File: config.mk
export PLATFORM = sky130hd
export DESIGN_NAME = fsm_input_arbiter
export DESIGN_NICKNAME = d
export VERILOG_FILES = /design/src/rtl/fsm_input_arbiter.sv
export SDC_FILE = /design/constraint.sdc
export NUM_CORES = 1
export LEC_CHECK = 0
export ABC_AREA = 1
export BUFFER_PORTS_ARGS = -buffer_cell sky130_fd_sc_hd__buf_2
export CAP_MARGIN = 40
export CORE_ASPECT_RATIO = 0.6
export CORE_MARGIN = 5
export CORE_UTILIZATION = 57
export DETAILED_ROUTE_END_ITERATION = 8
export PLACE_DENSITY = 0.94
export SKIP_CTS_REPAIR_TIMING = 1
export SLEW_MARGIN = 20
export SYNTH_ARGS = -nofsm -noshare
export SYNTH_HDL_FRONTEND = slang
export SYNTH_SLANG_ARGS = --single-unit
File: constraint.sdc
create_clock -name clk -period 2.56 [get_ports clk]
set_input_delay 0.64 -clock clk [delete_from_list [all_inputs] [get_ports clk]]
set_output_delay 0.64 -clock clk [all_outputs]
set_load 0.02 [all_outputs]
File: src/rtl/fsm_input_arbiter.sv
// Shares the A/B inputs of a 2-bit control FSM between N_REQ requesters, one grant at a time.
// Build option ARB_FIXED_PRIORITY_EN: lowest-index winner instead of round-robin.
module fsm_input_arbiter #(
    parameter int N_REQ   = 4,
    parameter int TIMEOUT = 15,
    parameter int TW      = 4
) (
    input  logic                 clk,
    input  logic                 reset,
    input  logic [N_REQ-1:0]     req,
    input  logic [N_REQ-1:0]     req_a,
    input  logic [N_REQ-1:0]     req_b,
    input  logic [2*N_REQ-1:0]   req_target,
    input  logic [1:0]           state_in,
    output logic                 fsm_a,
    output logic                 fsm_b,
    output logic                 fsm_reset,
    output logic [N_REQ-1:0]     grant,
    output logic [N_REQ-1:0]     done,
    output logic                 timeout_err,
    output logic                 busy
);

    localparam int IW = (N_REQ > 1) ? $clog2(N_REQ) : 1;

    typedef enum logic [1:0] {IDLE, DRIVE, RELEASE} ctrl_t;

    ctrl_t            ctrl;
    logic [IW-1:0]    win_idx;
    logic [IW-1:0]    pick_idx;
    logic [TW-1:0]    timer;
    logic [1:0]       win_target;
    logic [N_REQ-1:0] win_onehot;

`ifdef ARB_FIXED_PRIORITY_EN
    function automatic logic [IW-1:0] fixed_pick(input logic [N_REQ-1:0] r);
        logic [IW-1:0] sel;
        sel = '0;
        for (int i = N_REQ - 1; i >= 0; i--) begin
            if (r[i]) sel = IW'(i);
        end
        return sel;
    endfunction

    assign pick_idx = fixed_pick(req);
`else
    logic [IW-1:0] rr_ptr;

    // Scan upward from the pointer, wrapping past N_REQ-1 back to 0.
    function automatic logic [IW-1:0] rr_pick(input logic [N_REQ-1:0] r,
                                              input logic [IW-1:0]    ptr);
        logic [IW-1:0] sel;
        logic [IW-1:0] jj;
        logic          found;
        int            j;
        sel   = '0;
        found = 1'b0;
        for (int i = 0; i < N_REQ; i++) begin
            j = int'(ptr) + i;
            if (j >= N_REQ) j = j - N_REQ;
            jj = IW'(j);
            if (!found && r[jj]) begin
                sel   = jj;
                found = 1'b1;
            end
        end
        return sel;
    endfunction

    function automatic logic [IW-1:0] next_idx(input logic [IW-1:0] i);
        return (int'(i) == N_REQ - 1) ? '0 : i + 1'b1;
    endfunction

    assign pick_idx = rr_pick(req, rr_ptr);
`endif

    assign win_target = req_target[{win_idx, 1'b0} +: 2];
    assign win_onehot = N_REQ'(1) << win_idx;

    always_ff @(posedge clk or posedge reset) begin
        if (reset) begin
            ctrl        <= IDLE;
`ifndef ARB_FIXED_PRIORITY_EN
            rr_ptr      <= '0;
`endif
            win_idx     <= '0;
            timer       <= '0;
            fsm_a       <= 1'b0;
            fsm_b       <= 1'b0;
            fsm_reset   <= 1'b0;
            grant       <= '0;
            done        <= '0;
            timeout_err <= 1'b0;
            busy        <= 1'b0;
        end else begin
            done        <= '0;
            timeout_err <= 1'b0;
            fsm_reset   <= 1'b0;
            case (ctrl)
                IDLE: begin
                    fsm_a <= 1'b0;
                    fsm_b <= 1'b0;
                    grant <= '0;
                    busy  <= 1'b0;
                    if (|req) begin
                        ctrl    <= DRIVE;
                        win_idx <= pick_idx;
                        grant   <= N_REQ'(1) << pick_idx;
                        timer   <= '0;
                        busy    <= 1'b1;
                    end
                end
                DRIVE: begin
                    fsm_a <= req_a[win_idx];
                    fsm_b <= req_b[win_idx];
                    // Target match outranks a dropped request, which outranks timeout.
                    if (state_in == win_target) begin
                        done  <= win_onehot;
                        ctrl  <= RELEASE;
                        grant <= '0;
                        fsm_a <= 1'b0;
                        fsm_b <= 1'b0;
                    end else if (!req[win_idx]) begin
                        ctrl  <= RELEASE;
                        grant <= '0;
                        fsm_a <= 1'b0;
                        fsm_b <= 1'b0;
                    end else if (timer == TW'(TIMEOUT - 1)) begin
                        timeout_err <= 1'b1;
                        fsm_reset   <= 1'b1;
                        ctrl        <= RELEASE;
                        grant       <= '0;
                        fsm_a       <= 1'b0;
                        fsm_b       <= 1'b0;
                    end else begin
                        timer <= timer + 1'b1;
                    end
                end
                RELEASE: begin
                    ctrl  <= IDLE;
                    busy  <= 1'b0;
                    grant <= '0;
                    fsm_a <= 1'b0;
                    fsm_b <= 1'b0;
`ifndef ARB_FIXED_PRIORITY_EN
                    rr_ptr <= next_idx(win_idx);
`endif
                end
                default: begin
                    ctrl  <= IDLE;
                    busy  <= 1'b0;
                    grant <= '0;
                end
            endcase
        end
    end

endmodule

# Yosys cells after proc, flatten, opt, wreduce, memory -nomap -nowiden
# Index checks and enable logic that the tools add are counted.
# W data, S select, Z words.
[classes] mux=57 add_sub_neg=9 shift=3 eq_ne=10 reduce_logical=14 order_cmp=9
[op_table] op="$mux W4" count=10
[op_table] op="$mux W2" count=13
[op_table] op="$mux W1" count=21
[op_table] op="$pmux W4 S2" count=2
[op_table] op="$lt A2 B3 Y1 const B" count=5
[op_table] op="$bmux W1 S2" count=7
[op_table] op="$ge A3 B3 Y1 const B" count=3
[op_table] op="$ne A2 B2 Y1 const B" count=4
[op_table] op="$shiftx A8 B4 Y2" count=1
[op_table] op="$shl A1 B2 Y4 const A" count=2
[op_table] op="$sub A2 B1 Y2 const B" count=4
[op_table] op="$add A2 B2 Y3 const B" count=2
[op_table] op="$pmux W1 S2" count=3
[op_table] op="$reduce_and A5 Y1" count=1
[op_table] op="$add A4 B1 Y4 const B" count=1
[op_table] op="$eq A2 B1 Y1 const B" count=2
[op_table] op="$eq A4 B4 Y1 const B" count=1
[op_table] op="$ne A4 B4 Y1 const B" count=1
[op_table] op="$pmux W2 S2" count=1
[op_table] op="$reduce_and A2 Y1" count=2
[op_table] op="$reduce_bool A2 Y1" count=2
[op_table] op="$reduce_or A4 Y1" count=1
[op_table] op="$add A2 B1 Y3 const B" count=1
[op_table] op="$ge A2 B3 Y1 const B" count=1
[op_table] op="7 further kinds" count=11
[word_totals] word_cells=112 reg_bits=22 input_bits=24

# Longest topological paths before layout
[depth] ltp_word=17 ltp_mapped=13

# Worst setup path after synthesis
# Ideal clock, no wire load.
[synth_timing] kind="input port to flip-flop" from="input req[3]" to="register grant[0]" required_ps=2443 path_slack_ps=1075 setup_time_ps=117 n_path_buf=0 arrival_ps=1368 path_stages=10 path_cell_list="nand2_1 -> nand2_1 -> nand2_1 -> nand2_2 -> nor2_4 -> nand3_2 -> nand2_4 -> nor2_4 -> nand2_1 -> nand2_1"
[synth_via] elab_chain_len=15 word_cells_on_any_way=30
[synth_lines] item="start: declaration" line="10" rtl="input logic [N_REQ-1:0] req,"
[synth_lines] item="$bmux W1 S2" line="62" rtl="if (!found && r[jj]) begin"
[synth_lines] item="$mux W1 (not written as such)" line="62"
[synth_lines] item="$mux W1" line="62"
[synth_lines] item="$logic_not A1 Y1" line="62"
[synth_lines] item="$logic_and A1 B1 Y1" line="62"
[synth_lines] item="$mux W1" line="62"
[synth_lines] item="$logic_not A1 Y1" line="62"
[synth_lines] item="$logic_and A1 B1 Y1" line="62"
[synth_lines] item="$mux W1" line="62"
[synth_lines] item="$logic_not A1 Y1" line="62"
[synth_lines] item="$logic_and A1 B1 Y1" line="62"
[synth_lines] item="$mux W2" line="62"
[synth_lines] item="$shl A1 B2 Y4" line="108" rtl="grant <= N_REQ'(1) << pick_idx;"
[synth_lines] item="$mux W4" line="105" rtl="if (|req) begin"
[synth_lines] item="$pmux W4 S2" line="99" rtl="case (ctrl)"
[synth_lines] item="end signal: assignment" line="108"
[synth_lines] item="end: declaration" line="18" rtl="output logic [N_REQ-1:0] grant,"
# Several ways; a longest one is shown, not always the timed one. The select of a mux whose other input is x is not followed.
# A chain may end at the register's enable or synchronous reset.

# Worst setup path after layout
[layout_timing] from="register rr_ptr[0]" to="register grant[2]"
[layout_via] elab_chain_len=17 word_cells_on_any_way=39
[layout_lines] item="start: declaration" line="47" rtl="logic [IW-1:0] rr_ptr;"
[layout_lines] item="start signal: assignment" line="146" rtl="rr_ptr <= next_idx(win_idx);"
[layout_lines] item="parallel branches: the longest is 13 deep, another holds $add A2 B1 Y3"
[layout_lines] item="$mux W2 (*)" line="62"
[layout_lines] item="$shl A1 B2 Y4 (*)" line="108"
[layout_lines] item="$mux W4 (*)" line="105"
[layout_lines] item="$pmux W4 S2 (*)" line="99"
# Mark *: on every way between the ends. The select of a mux whose other input is x is not followed.

==> impl_summary.txt <==
----------------------------------------------------
[Cells and area]
  Number of nets at the end of the flow ... 283
  Post-synthesis to final-layout area growth ... 15.08%
  Filler cell count ... 201
  Fin area ... 0.001767 mm²
  Antenna diode count ... 0
  Layout cells sized above 1 ... 27.49%
  Multi-input logic area ... 853.3 µm²
  Register area ... 550.5 µm²

[Drt]
  DRC Markers ... 0
  Drt first-iter violations ... 109
  Vias per cell ... 5.385
  Antenna Nets Post-Route ... 0
  Vias after detailed routing ... 1524
  Wire length per cell ... 13.05 µm
  Detailed-router iteration count before antenna repair ... 5
  Total Routed Length ... 3.693 mm

[Die]
  Vertical die dimension ... 50.20 µm
  Overall die area ... 0.003865 mm²
  Count of boundary I/O pins ... 37
  Horizontal extent of the die ... 77 µm
  Total number of placement rows ... 14
  Area of the core ... 0.002540 mm²
  Initial core utilization ... 60.44%

[Power and ir drop]
  Net switching power ... 1.079 mW
  Clock Power Share ... 10.4%
  Sw Ratio ... 53.26%
  Internal power ... 0.9466 mW
  Power share of the sequential group ... 29.5%
  Ratio of total power to cell area ... 1146 mW/mm²
  Leak pwr ... 1.008 nW
  Maximum VDD drop ... 0.6904 mV
  Logic pwr share ... 60.1%

[Clock network]
  Register clock-pin slew on the reported worst setup and hold paths ... 80 ps
  CTS Buf Count ... 3
  Buffer cell driving the clock tree root ... clkbuf_8
  Number of buffers on the longest clock path ... 2
  Clk sink count ... 22
  TritonCTS clock tree ... built
  Clock H-tree levels ... 1
  Source-to-sink clock delay at the later pin of the worst-skew pair ... 260 ps

[Synth]
  Adder and majority gate portion of the synthesized area ... 4.890%
  Compound-cell area share of the yosys netlist ... 6.438%
  Sequential cell area fraction in the yosys report ... 35.86%
  Mux contribution to synthesized area ... 0%
  YS warnings ... 0
  Cell Area, Synth ... 0.001535 mm²
  XOR/XNOR share of the synthesized area ... 1.141%
  Top cell type by total area after synthesis ... dfrtp_1
  Proportion of netlist area held by the largest area contributor ... 35.86%
  Simple-gate share of the synthesized area ... 43.11%
  Post-Syn Instances ... 216
  Mean post-synth cell area ... 7.108 µm²
  Number of nets produced by synthesis ... 246
  Unique cell type count in the Yosys netlist ... 27
  Largest family of logic cells by synthesized area ... simple AND/OR/NAND/NOR gates
  Post-synthesis register bit count ... 22
  Dominant cells by area after synthesis ... dfrtp_1, nand2_1, nand3_1

[Placement]
  Post-detailed-placement cell area ... 0.001710 mm²
  Detailed Place HPWL ... 2.843 mm
  Gp weighted congestion ... 0.9148
  Port-buffer cells ... 36

[Timing]
  Final number of hold-violating endpoints ... 0
  Slew of the pin with the lowest slew margin ... 459.4 ps
  Worst setup skew after layout ... 4.740 ps
  Setup_tns ... 0 ps
  Peak clock frequency supported by timing ... 0.5159 GHz
  Headroom to the max-slew limit ... 69.37%
  Final critical path time including I/O delays and setup ... 1938 ps
  Setup repair after global routing missed its margin ... no
  Final Max Tran Viols ... 0
  Part of the cycle the worst path needs ... 75.71%
  Final setup violation count ... 0

[Global routing]
  Wire length of the first global-routing pass ... 6.072 mm
  Number of global-route vias before repair ... 1358
  Total global routing track utilization ... 19.49%
  Overflow left after global routing ... 0
  Maximum number of pins on one net before global-route repair ... 23
  Antenna violations before repair ... 0

[Worst setup path]
  Reg2reg end ... grant[2]
  Arr. time, crit path ... 2090 ps
  Highest net fanout along the worst path ... 14
  Reg2Reg Launch Point ... rr_ptr[0]
  Setup CP Type ... reg2reg
  Path depth of the worst reg2reg path ... 11
  Crit path capture type ... flip-flop
  Register-to-Register Setup Slack ... 620 ps
  Required arrival time at the worst endpoint ... 2710 ps
  Launching element type of the critical path ... flip-flop

[Min path]
  Worst min-delay path class ... in2async

[Outcome]
  Result of the run ... finished clean

[Job]
  Count of max-cap constraint violations ... 0

----------------------------------------------------
[state kept, by name (all words and copies together), names as in the netlist]
| name | count |
|---|---|
| timer | 4 |
| ctrl | 2 |
| rr_ptr | 2 |
| win_idx | 2 |
| done | 4 |
| fsm_a | 1 |
| fsm_b | 1 |
| timeout_err | 1 |
| busy | 1 |
| grant | 4 |
[through the flow]
| stage | cells | hold slack [ps] | util (%) | power (mW) | setup slack, ps |
|---|---|---|---|---|---|
| 2_1_floorplan | 216 | 516.8 | - | 1.560 | 1075 |
| 3_3_place_gp | 279 | 465.4 | 67.34 | 1.750 | 757.0 |
| 3_5_place_dp | 279 | 463.0 | 67.34 | 1.798 | 692.5 |
| 4_1_cts | 282 | 484.0 | 68.97 | 2.020 | 647.6 |
| 5_1_grt | 283 | 368.0 | 69.56 | 2.218 | 372.8 |
| 6_report | 283 | 340.8 | 69.56 | 2.025 | 621.7 |
[power by group through the flow]
stage               logic, mW  clock network [mW]  registers [mW]
floorplan               0.959                   0           0.601
global placement         1.15                   0           0.597
detailed placement       1.20                   0           0.601
CTS                      1.21               0.216           0.594
global route             1.37               0.226           0.617
finish                   1.22               0.210           0.598
[layer usage]
metal,track usage [%],part of all wire (%)
met3,5.893,11
met4,4.857,0.92
met5,0,0
met1,27.95,45
met2,29.01,43
[area by class of cell]
type / count / area share, %
Timing Repair Buffer: 37 / 11.05
Multi-Input combinational cell: 166 / 48.30
Clock buffer: 3 / 2.337
Inverter: 23 / 4.887
Sequential cell: 22 / 31.16
Tap cell: 32 / 2.266
[placed cells by master (no fill, tap or decap), drive strengths merged, types with 2 or more instances in the layout]
cell / synthesis / final
nor2: 16 / 16
buf: 5 / 37
clkbuf: 0 / 3
o21ai: 7 / 7
a32o: 2 / 2
nand2: 94 / 94
a21oi: 5 / 5
dfrtp: 22 / 22
inv: 23 / 23
nand3: 28 / 28
ha: 6 / 6
nand3b: 2 / 2
[logic make-up (layout without fill, tap and decap cells)]
family          Yosys count  count (layout)
buf+inv                  28              63
flops                    22              22
compound gates           16              16
fa+ha+maj                 6               6
simple gates            142             142
xor+xnor                  2               2
[synthesized netlist by cell type]
master	number
nand3_2	4
nor3_1	1
o21ai_1	2
ha_1	6
o211ai_1	1
buf_6	2
buf_4	3
nor2_1	13
a32o_1	2
nor4_1	1
nand2_2	10
a21boi_1	1
o21ai_2	1
nor2_2	1
nand3b_1	2
inv_1	14
xnor2_1	1
o21ai_0	4
nand3_1	23
inv_2	9
nand2_1	83
dfrtp_1	22
nand3_4	1
nor2_4	2
a21oi_1	5
nand2_4	1
xor2_1	1
[worst max-delay path by stage]
stage	start	endpoint	slack [ps]	depth (start not counted)
5_1_grt	rr_ptr[0]	grant[2]	370	11
2_1_floorplan	req[3]	grant[0]	1080	10
3_3_place_gp	rr_ptr[0]	grant[2]	760	11
4_1_cts	rr_ptr[0]	grant[1]	650	11
6_report	rr_ptr[0]	grant[2]	620	11
3_5_place_dp	rr_ptr[0]	grant[2]	690	11
[worst max-delay path: stages, from the launching register on]
cell     delay, ps
dfrtp_1        630
inv_2          230
nand2_1        130
nand2_2        120
nand2_1        100
nand2_2         90
nor2_4         140
nand2_1         80
nand3_1         70
nand2_1        100
nand3_1         90
nand2_1         50
Power figures use the tool's default switching activity.
